**config.mk**
```make
export PLATFORM = sky130hd
export DESIGN_NAME = text_writer
export DESIGN_NICKNAME = d
export VERILOG_FILES = /design/src/rtl/text_pkg.sv /design/src/rtl/text_cursor.sv /design/src/rtl/text_writer.sv
export SDC_FILE = /design/constraint.sdc
export NUM_CORES = 1
export LEC_CHECK = 0
export CAP_MARGIN = 40
export CORE_ASPECT_RATIO = 0.8
export CORE_MARGIN = 4
export CORE_UTILIZATION = 42
export CTS_BUF_LIST = sky130_fd_sc_hd__clkbuf_4
export DETAILED_ROUTE_END_ITERATION = 12
export HOLD_SLACK_MARGIN = 0.06
export PLACE_DENSITY_LB_ADDON = 0.08
export SKIP_LAST_GASP = 1
export SLEW_MARGIN = 5
export SYNTH_ARGS = -nofsm -noshare
export SYNTH_HDL_FRONTEND = slang
export SYNTH_SLANG_ARGS = --single-unit
```
**constraint.sdc**
```tcl
create_clock -name clk -period 2.25 [get_ports clk]
set_input_delay 0.45 -clock clk [delete_from_list [all_inputs] [get_ports clk]]
set_output_delay 0.45 -clock clk [all_outputs]
set_load 0.005 [all_outputs]
```
**src/rtl/text_pkg.sv**
```systemverilog
// Shared constants, state/cursor-op encodings and address helper for the text writer.
// TEXT_WRITER_LINE_CLEAR_EN adds the CLEAR state to the state enum.
package text_pkg;

   localparam int COLS_DEF = 80;
   localparam int ROWS_DEF = 30;
   localparam int ADDR_W   = 12;
   localparam int COL_W    = 7;
   localparam int ROW_W    = 5;

   localparam logic [7:0] CHAR_LF       = 8'h0A;
   localparam logic [7:0] CHAR_CR       = 8'h0D;
   localparam logic [7:0] CHAR_BS       = 8'h08;
   localparam logic [7:0] CHAR_SPACE    = 8'h20;
   localparam logic [7:0] CHAR_PRINT_LO = CHAR_SPACE;
   localparam logic [7:0] CHAR_PRINT_HI = 8'h7E;

`ifdef TEXT_WRITER_LINE_CLEAR_EN
   typedef enum logic [1:0] {IDLE, WRITE, CLEAR} state_t;
`else
   typedef enum logic [1:0] {IDLE, WRITE} state_t;
`endif

   typedef enum logic [2:0] {OP_NONE, OP_INC, OP_LF, OP_CR, OP_BS} cur_op_t;

   typedef struct packed {
      logic [ROW_W-1:0] row;
      logic [COL_W-1:0] col;
   } cursor_t;

   function automatic logic is_printable(input logic [7:0] c);
      return (c >= CHAR_PRINT_LO) && (c <= CHAR_PRINT_HI);
   endfunction

   // COLS*ROWS must fit the 12-bit address space.
   function automatic logic [ADDR_W-1:0] calc_addr(input cursor_t p, input int cols);
      return ADDR_W'(p.row) * ADDR_W'(cols) + ADDR_W'(p.col);
   endfunction

endpackage

```
**src/rtl/text_cursor.sv**
```systemverilog
// Cursor counters: column advance with end-of-row wrap, row wrap without scrolling, clamped backspace.
// Updates on the clk edge where op is presented; op is a one-cycle command with no handshake.
module text_cursor
   import text_pkg::*;
#(
   parameter int COLS = COLS_DEF,
   parameter int ROWS = ROWS_DEF
) (
   input  logic    clk,
   input  logic    rst,
   input  cur_op_t op,
   output cursor_t pos
);

   logic [ROW_W-1:0] row_inc;
   logic             eol;

   assign eol     = (pos.col == COL_W'(COLS - 1));
   assign row_inc = (pos.row == ROW_W'(ROWS - 1)) ? '0 : pos.row + ROW_W'(1);

   always_ff @(posedge clk or posedge rst) begin
      if (rst) begin
         pos <= '0;
      end else begin
         case (op)
            OP_INC: begin
               if (eol) begin
                  pos.col <= '0;
                  pos.row <= row_inc;
               end else begin
                  pos.col <= pos.col + COL_W'(1);
               end
            end
            OP_LF: begin
               pos.col <= '0;
               pos.row <= row_inc;
            end
            OP_CR: pos.col <= '0;
            OP_BS: begin
               if (pos.col != '0) pos.col <= pos.col - COL_W'(1);
            end
            default: ;
         endcase
      end
   end

endmodule

```
**src/rtl/text_writer.sv**
```systemverilog
// Text writer: byte stream into a COLS x ROWS char memory; a printable byte writes 1 cycle after accept (1 byte per 2 cycles).
// Backpressure: char_ready only in IDLE; TEXT_WRITER_LINE_CLEAR_EN blanks each newly entered row (COLS cycles).
module text_writer
   import text_pkg::*;
#(
   parameter int COLS = COLS_DEF,
   parameter int ROWS = ROWS_DEF
) (
   input  logic              clk,
   input  logic              rst,
   input  logic [7:0]        char_in,
   input  logic              char_valid,
   output logic              char_ready,
   output logic              mem_we,
   output logic [ADDR_W-1:0] mem_addr,
   output logic [7:0]        mem_din,
   output logic [COL_W-1:0]  cursor_col,
   output logic [ROW_W-1:0]  cursor_row
);

   state_t  state;
   cur_op_t op;
   cursor_t pos;
   logic    accept;

   assign accept     = char_valid & char_ready;
   assign cursor_col = pos.col;
   assign cursor_row = pos.row;

   always_comb begin
      op = OP_NONE;
      if (state == WRITE) begin
         op = OP_INC;
      end else if (accept) begin
         case (char_in)
            CHAR_LF: op = OP_LF;
            CHAR_CR: op = OP_CR;
            CHAR_BS: op = OP_BS;
            default: op = OP_NONE;
         endcase
      end
   end

   text_cursor #(.COLS(COLS), .ROWS(ROWS)) u_cursor (
      .clk (clk),
      .rst (rst),
      .op  (op),
      .pos (pos)
   );

`ifdef TEXT_WRITER_LINE_CLEAR_EN
   logic [COL_W-1:0] clr_cnt;
   cursor_t          nl_pos;

   // First cell of the row that a row advance from the current cursor lands on.
   assign nl_pos = '{row: (pos.row == ROW_W'(ROWS - 1)) ? '0 : pos.row + ROW_W'(1), col: '0};
`endif

   always_ff @(posedge clk or posedge rst) begin
      if (rst) begin
         state      <= IDLE;
         char_ready <= 1'b0;
         mem_we     <= 1'b0;
         mem_addr   <= '0;
         mem_din    <= '0;
`ifdef TEXT_WRITER_LINE_CLEAR_EN
         clr_cnt    <= '0;
`endif
      end else begin
         case (state)
            IDLE: begin
               char_ready <= 1'b1;
               if (accept && is_printable(char_in)) begin
                  state      <= WRITE;
                  char_ready <= 1'b0;
                  mem_we     <= 1'b1;
                  mem_addr   <= calc_addr(pos, COLS);
                  mem_din    <= char_in;
               end
`ifdef TEXT_WRITER_LINE_CLEAR_EN
               else if (accept && (char_in == CHAR_LF)) begin
                  state      <= CLEAR;
                  char_ready <= 1'b0;
                  mem_we     <= 1'b1;
                  mem_addr   <= calc_addr(nl_pos, COLS);
                  mem_din    <= CHAR_SPACE;
                  clr_cnt    <= '0;
               end
`endif
            end
            WRITE: begin
`ifdef TEXT_WRITER_LINE_CLEAR_EN
               if (pos.col == COL_W'(COLS - 1)) begin
                  state    <= CLEAR;
                  mem_we   <= 1'b1;
                  mem_addr <= calc_addr(nl_pos, COLS);
                  mem_din  <= CHAR_SPACE;
                  clr_cnt  <= '0;
               end else
`endif
               begin
                  state      <= IDLE;
                  char_ready <= 1'b1;
                  mem_we     <= 1'b0;
               end
            end
`ifdef TEXT_WRITER_LINE_CLEAR_EN
            CLEAR: begin
               if (clr_cnt == COL_W'(COLS - 1)) begin
                  state      <= IDLE;
                  char_ready <= 1'b1;
                  mem_we     <= 1'b0;
               end else begin
                  clr_cnt  <= clr_cnt + COL_W'(1);
                  mem_addr <= mem_addr + ADDR_W'(1);
               end
            end
`endif
            default: begin
               state      <= IDLE;
               char_ready <= 1'b0;
               mem_we     <= 1'b0;
            end
         endcase
      end
   end

endmodule

```
* Word-level counts from Yosys, hierarchy flattened
Cells that the tools add are included.
** Storage, ports and cells
- Register bits after elaboration :: 36
- Bits in latches :: 0
- Memory bits (writable) :: 0
- ROM bits :: 0
- Input port bits :: 11
- Output and inout bits :: 34
- Word-level logic and storage cells :: 53
- Memories kept :: 0
** Cells by class
- Add/subtract/negate cells :: 4
- Multiply operators :: 1
- Div/mod/pow operators :: 0
- Order comparisons :: 2
- Eq/ne operators :: 13
- Shift operators :: 0
- Muxes and demuxes :: 15
- Bitwise gates (word level) :: 1
- Reductions and logical operators :: 10
** Operators with widths (count)
- 8-bit by 4-bit == test with 1-bit output (second input constant) :: 3
- 7-bit case mux with 3 select lines :: 1
- 7-bit 2-to-1 mux :: 2
- 12-bit by 7-bit adder with 12-bit output :: 1
- 5-bit 2-to-1 mux :: 2
- 5-bit case mux with 2 select lines :: 1
- 3-bit case mux with 3 select lines :: 1
- 8-bit by 6-bit greater-or-equal comparator with 1-bit output (second input constant) :: 1
- 8-bit by 7-bit <= comparator with 1-bit output (second input constant) :: 1
- 5-bit by 3-bit multiplier with 8-bit output (second input constant) :: 1
- 7-bit by 1-bit adder with 7-bit output (second input constant) :: 1
- 7-bit == test (second input constant) :: 1
- 7-bit nonzero test :: 1
- 7-bit by 1-bit subtractor with 7-bit output (second input constant) :: 1
- 3-bit by 2-bit == test with 1-bit output (second input constant) :: 2
- 3-bit 2-to-1 mux :: 2
- 2-bit AND reduction :: 3
- 5-bit by 1-bit adder with 5-bit output (second input constant) :: 1
- 5-bit == test (second input constant) :: 1
- 2-bit 2-to-1 mux :: 2
- 2-bit by 1-bit != test with 1-bit output (second input constant) :: 2
- 3-bit by 1-bit == test with 1-bit output (second input constant) :: 1
- 3-bit == test (second input constant) :: 1
- 1-bit 2-to-1 mux :: 3
- 9 further kinds :: 10

* Depth between registers and ports, before layout
- Depth in word-level cells :: 8
- Mapped depth :: 8

* Hierarchy
A second synthesis with hierarchy kept.
** Unflattened totals
- Cells, all modules :: 224
- Area, all modules :: 2349.8 µm²
** By module, submodules not included
- text_writer :: instances 1, cells an instance 110, area each 1317.5 µm²
- text_cursor :: instances 1, cells an instance 114, area each 1032.2 µm²

* Worst setup path after synthesis
OpenSTA, ideal clock, no wires.
- Kind :: flip-flop to flip-flop
- Start :: register u_cursor.pos[8] (netlist name)
- End :: register mem_addr[11]
- Library setup time :: 82 ps
- Arrival :: 2026 ps
- Slack :: 142 ps
- Stages on the path, launching flop included :: 8
- Path buffers :: 0
- Period minus slack after synthesis :: 2108 ps
- Cells stage by stage :: dfrtp_1 > ha_1 > ha_1 > inv_1 > fa_1 > nor3b_1 > o211ai_1 > a31oi_1
** Between the ends
- Cells in the longest elaborated chain, start to end :: 2
** RTL lines
- 5-bit by 3-bit multiplier with 8-bit output :: RTL line text_pkg.sv:37 : return ADDR_W'(p.row) * ADDR_W'(cols) + ADDR_W'(p.col);
- 12-bit by 7-bit adder with 12-bit output :: RTL line text_pkg.sv:37
- to (signal assigned) :: RTL line text_writer.sv:77 : mem_addr <= calc_addr(pos, COLS);
- to (decl) :: RTL line text_writer.sv:15 : output logic [ADDR_W-1:0] mem_addr,
Every way passes these cells.
A chain may end at the register's enable or synchronous reset.

* Final worst setup path
- Start :: input char_in[5]
- End :: register u_cursor.pos[3] (netlist name)
** Between the ends
- Cells in the longest elaborated chain, start to end :: 8
- Elaborated cells between the ends (all ways) :: 15
** RTL lines
- from (decl) :: RTL line text_writer.sv:11 : input logic [7:0] char_in,
- 8-bit by 4-bit == test with 1-bit output :: RTL line text_writer.sv:35 : case (char_in)
- 3-bit case mux with 3 select lines (*) :: RTL line text_writer.sv:35
- 3-bit 2-to-1 mux (*) :: RTL line text_writer.sv:34 : end else if (accept) begin
- 3-bit 2-to-1 mux (*) :: RTL line text_writer.sv:32 : if (state == WRITE) begin
- 3-bit by 2-bit == test with 1-bit output :: RTL line text_cursor.sv:25 : case (op)
- 2-bit OR reduction (no source line)
- 3-bit nonzero test (no source line)
- 2-bit AND reduction (no source line)
Every way passes the cells marked *; elsewhere a longest branch is shown, timed or not.

==> results.md <==
* GRT overflow at 0
* CTS Sinks at 34
* CTS root buf: clkbuf_4
* Critical-path maximum fanout at 5
* Fin cells at 325
* Max-cap violations at 0
* Pleak at 1.22 nW
* Clk pin slew, worst setup/hold paths at 110 ps
* Layout cells sized above 1 at 18.5%
* Largest net degree at the start of global routing at 35
* Largest delay share family, worst path: simple AND/OR/NAND/NOR gates
* Register bit total from synthesis at 34
* Placement Setup Slack at -232 ps
* NetSw at 689 uW
* Fin util at 59.5%
* Final period util at 94.8%
* Die span in y at 70.5 um
* DRC Markers at 0
* Worst Setup Start Kind: input port
* Drt pass-1 iters at 4
* Main flop type after synthesis: dfrtp_1
* Initial antenna violation count at 0
* DP Area at 2720 um^2
* Internal power at 1.38 mW
* Switch share at 33.3%
* Final ANT Viol Nets at 0
* Fin area at 2770 um^2
* FFs w/ async S/R, synth at 100%
* Final GP Congestion at 0.809
* Via count at 1741
* Die area at 6070 um^2
* Post-synth EDFFs at 0
* Avg Cell Area, Syn at 10.6 um^2
* CTS max path bufs at 2
* Starting DRT DRC Count at 49
* Outcome: finished clean
* IO Port Bufs at 44
* Crit path DAT at 2400 ps
* Seq/Total Area, Yosys at 41.5%
* Cts bufs inserted at 5
* Max_slew headroom at 61.5%
* Mapped cell area at 2050 um^2
* Clock power share at 15.5%
* Setup CP Type: in -> reg
* Commonest non-fill, non-tap cell in the layout: clkdlybuf4s50_1
* Die width at 86.1 um
* Core ar. at 4650 um^2
* Placed Cells at 317
* H-tree levels at 2
* Synthesis Warnings at 0
* FMAX at 0.469 GHz
* PwrDens at 747 nW/um^2
* CP cell instances: clkdlybuf4s50_1 > nor4b_4 > and4b_1 > mux2_2 > o31ai_1 > o2bb2ai_1
* Drt total wl at 4.87 mm
* # rows at 22
* Maximum VDD drop at 0.000401 V
* Pins over their slew limit at 0
* Worst Path Required at 2520 ps
* Syn nets at 221
* Cts hold-fix bufs at 0
* Area grow syn2layout at 35.2%
* Post-synthesis cell count at 194
* CP max stage cell: clkdlybuf4s50_1
* Worst Tran Pin Value at 577 ps
* Worst Path Buf+Inv at 1
* Sequential Power Share at 44.3%
* Hold Violations, Final at 0
* Vias per cell at 5.36
* Cell variety after synth at 46
* Starting Density at 44.1%
* Routed wire length per instance at 15.0 um
* CTS tree: done
* Worst-Skew Late Latency at 330 ps
* CP peak stage delay at 470 ps
* Final HPWL DP at 3.76 mm
* First-pass GRT wire length at 8.46 mm
* RSZ-0062 raised after global routing: true
* Final Setup Violations at 0
* Nets at 291
* IO Pins at 45
* CTS resizes at 0
* CP Capture Type: register
* Min Clock Period, post-route at 2130 ps
* GRT Util Overall at 17.5%
* Ant. Diodes at 0
* Worst Hold Class: in -> async
* Number of global-route vias before repair at 1801
* Commonest non-fill, non-tap cells in the layout: clkdlybuf4s50_1 (44), dfrtp_1 (34), buf_4 (25)
* Setup ws final at 116 ps
* Gate power share at 40.2%
* Setup bufs post-CTS at 0
* Clock skew at 4.87 ps
through the flow:
stage	hold WS [ps]	setup TNS, ps	power, mW
after floorplan	484	0	1.29
after global placement	479	-239	1.75
after detailed placement	480	-1260	1.77
after CTS	510	0	2.10
after global routing	526	-32.9	2.23
final	508	0	2.07
registers in the layout, summed over array words and instances, names as in the netlist:
register and flops:
mem_addr 12, mem_din 8, char_ready 1, u_cursor.pos 12, mem_we 1
area by class of cell:
class / count / area, um^2
repair buffers: 69 / 628
clock inverters: 3 / 11.3
inverters: 11 / 41.3
flip-flops and latches: 34 / 851
multi-input cells: 143 / 1130
clock buffers: 5 / 37.5
fillers: 399 / 1880
well taps: 60 / 75.1
tightest hold or removal path, stage by stage:
cell	delay [ps]
clkdlybuf4s50_1	400
inv_1	50
buf_4	390
Yosys cell counts (3+ instances only):
master / instances / area share [%]
o22a_1: 3 / 1.3
xor2_1: 4 / 1.7
dfrtp_1: 34 / 42
nand3_1: 5 / 1.2
and3_1: 4 / 1.2
nor2b_1: 3 / 0.92
ha_1: 14 / 8.5
mux2i_1: 4 / 2.0
inv_1: 11 / 2.0
a22o_1: 3 / 1.3
o31ai_1: 6 / 2.2
o21ai_0: 14 / 3.4
mux2_2: 10 / 5.5
nor3_1: 4 / 0.98
a21oi_1: 9 / 2.2
buf_2: 5 / 1.2
a21o_1: 3 / 1.1
nor2_1: 15 / 2.7
xnor2_1: 3 / 1.3
nand2_1: 5 / 0.92
layer usage:
layer	vias to the layer above	global-route usage [%]	wire [um]
li1	850	-	-
met4	0	5.80	48
met5	-	0	0
met3	7	4.48	278
met2	57	25.9	2200
met1	827	24.8	2340
logic make-up (layout without fill, tap and decap cells):
family	count (synthesis)	after routing	share of synthesized area (%)
adders and majority gates	16	16	10.5
buffers and inverters	17	88	3.78
xor gates and xnor gates	7	7	2.99
DFF	34	34	41.5
and+or+nand+nor	54	54	16.0
AOI/OAI and AO/OA	52	52	17.8
muxes	14	14	7.45
path summary, 6_finish.rpt:
| check | from | endpoint | slack, ps | cells past startpoint |
|---|---|---|---|---|
| min in group clk | mem_din[4]$_DFFE_PP0P_ | mem_din[4]$_DFFE_PP0P_ | 510 | 1 |
| max in group asynchronous | rst | mem_addr[3]$_DFFE_PP0P_ | 1420 | 3 |
| worst min-delay path | rst | mem_din[6]$_DFFE_PP0P_ | 510 | 3 |
| worst max register to register | u_cursor.pos[8]$_DFFE_PP0P_ | mem_addr[11]$_DFFE_PP0P_ | 180 | 7 |
| worst min register to register | mem_din[4]$_DFFE_PP0P_ | mem_din[4]$_DFFE_PP0P_ | 510 | 1 |
| worst max-delay path | char_in[5] | u_cursor.pos[3]$_DFFE_PP0P_ | 120 | 6 |
power groups by stage:
stage | Sequential, mW | Combinational [mW] | Clock (mW)
floorplan | 0.902 | 0.388 | 0
global placement | 0.918 | 0.832 | 0
detailed placement | 0.931 | 0.838 | 0
CTS | 0.919 | 0.845 | 0.334
global route | 0.949 | 0.916 | 0.367
finish | 0.917 | 0.833 | 0.321
Power figures use the tool's default switching activity.
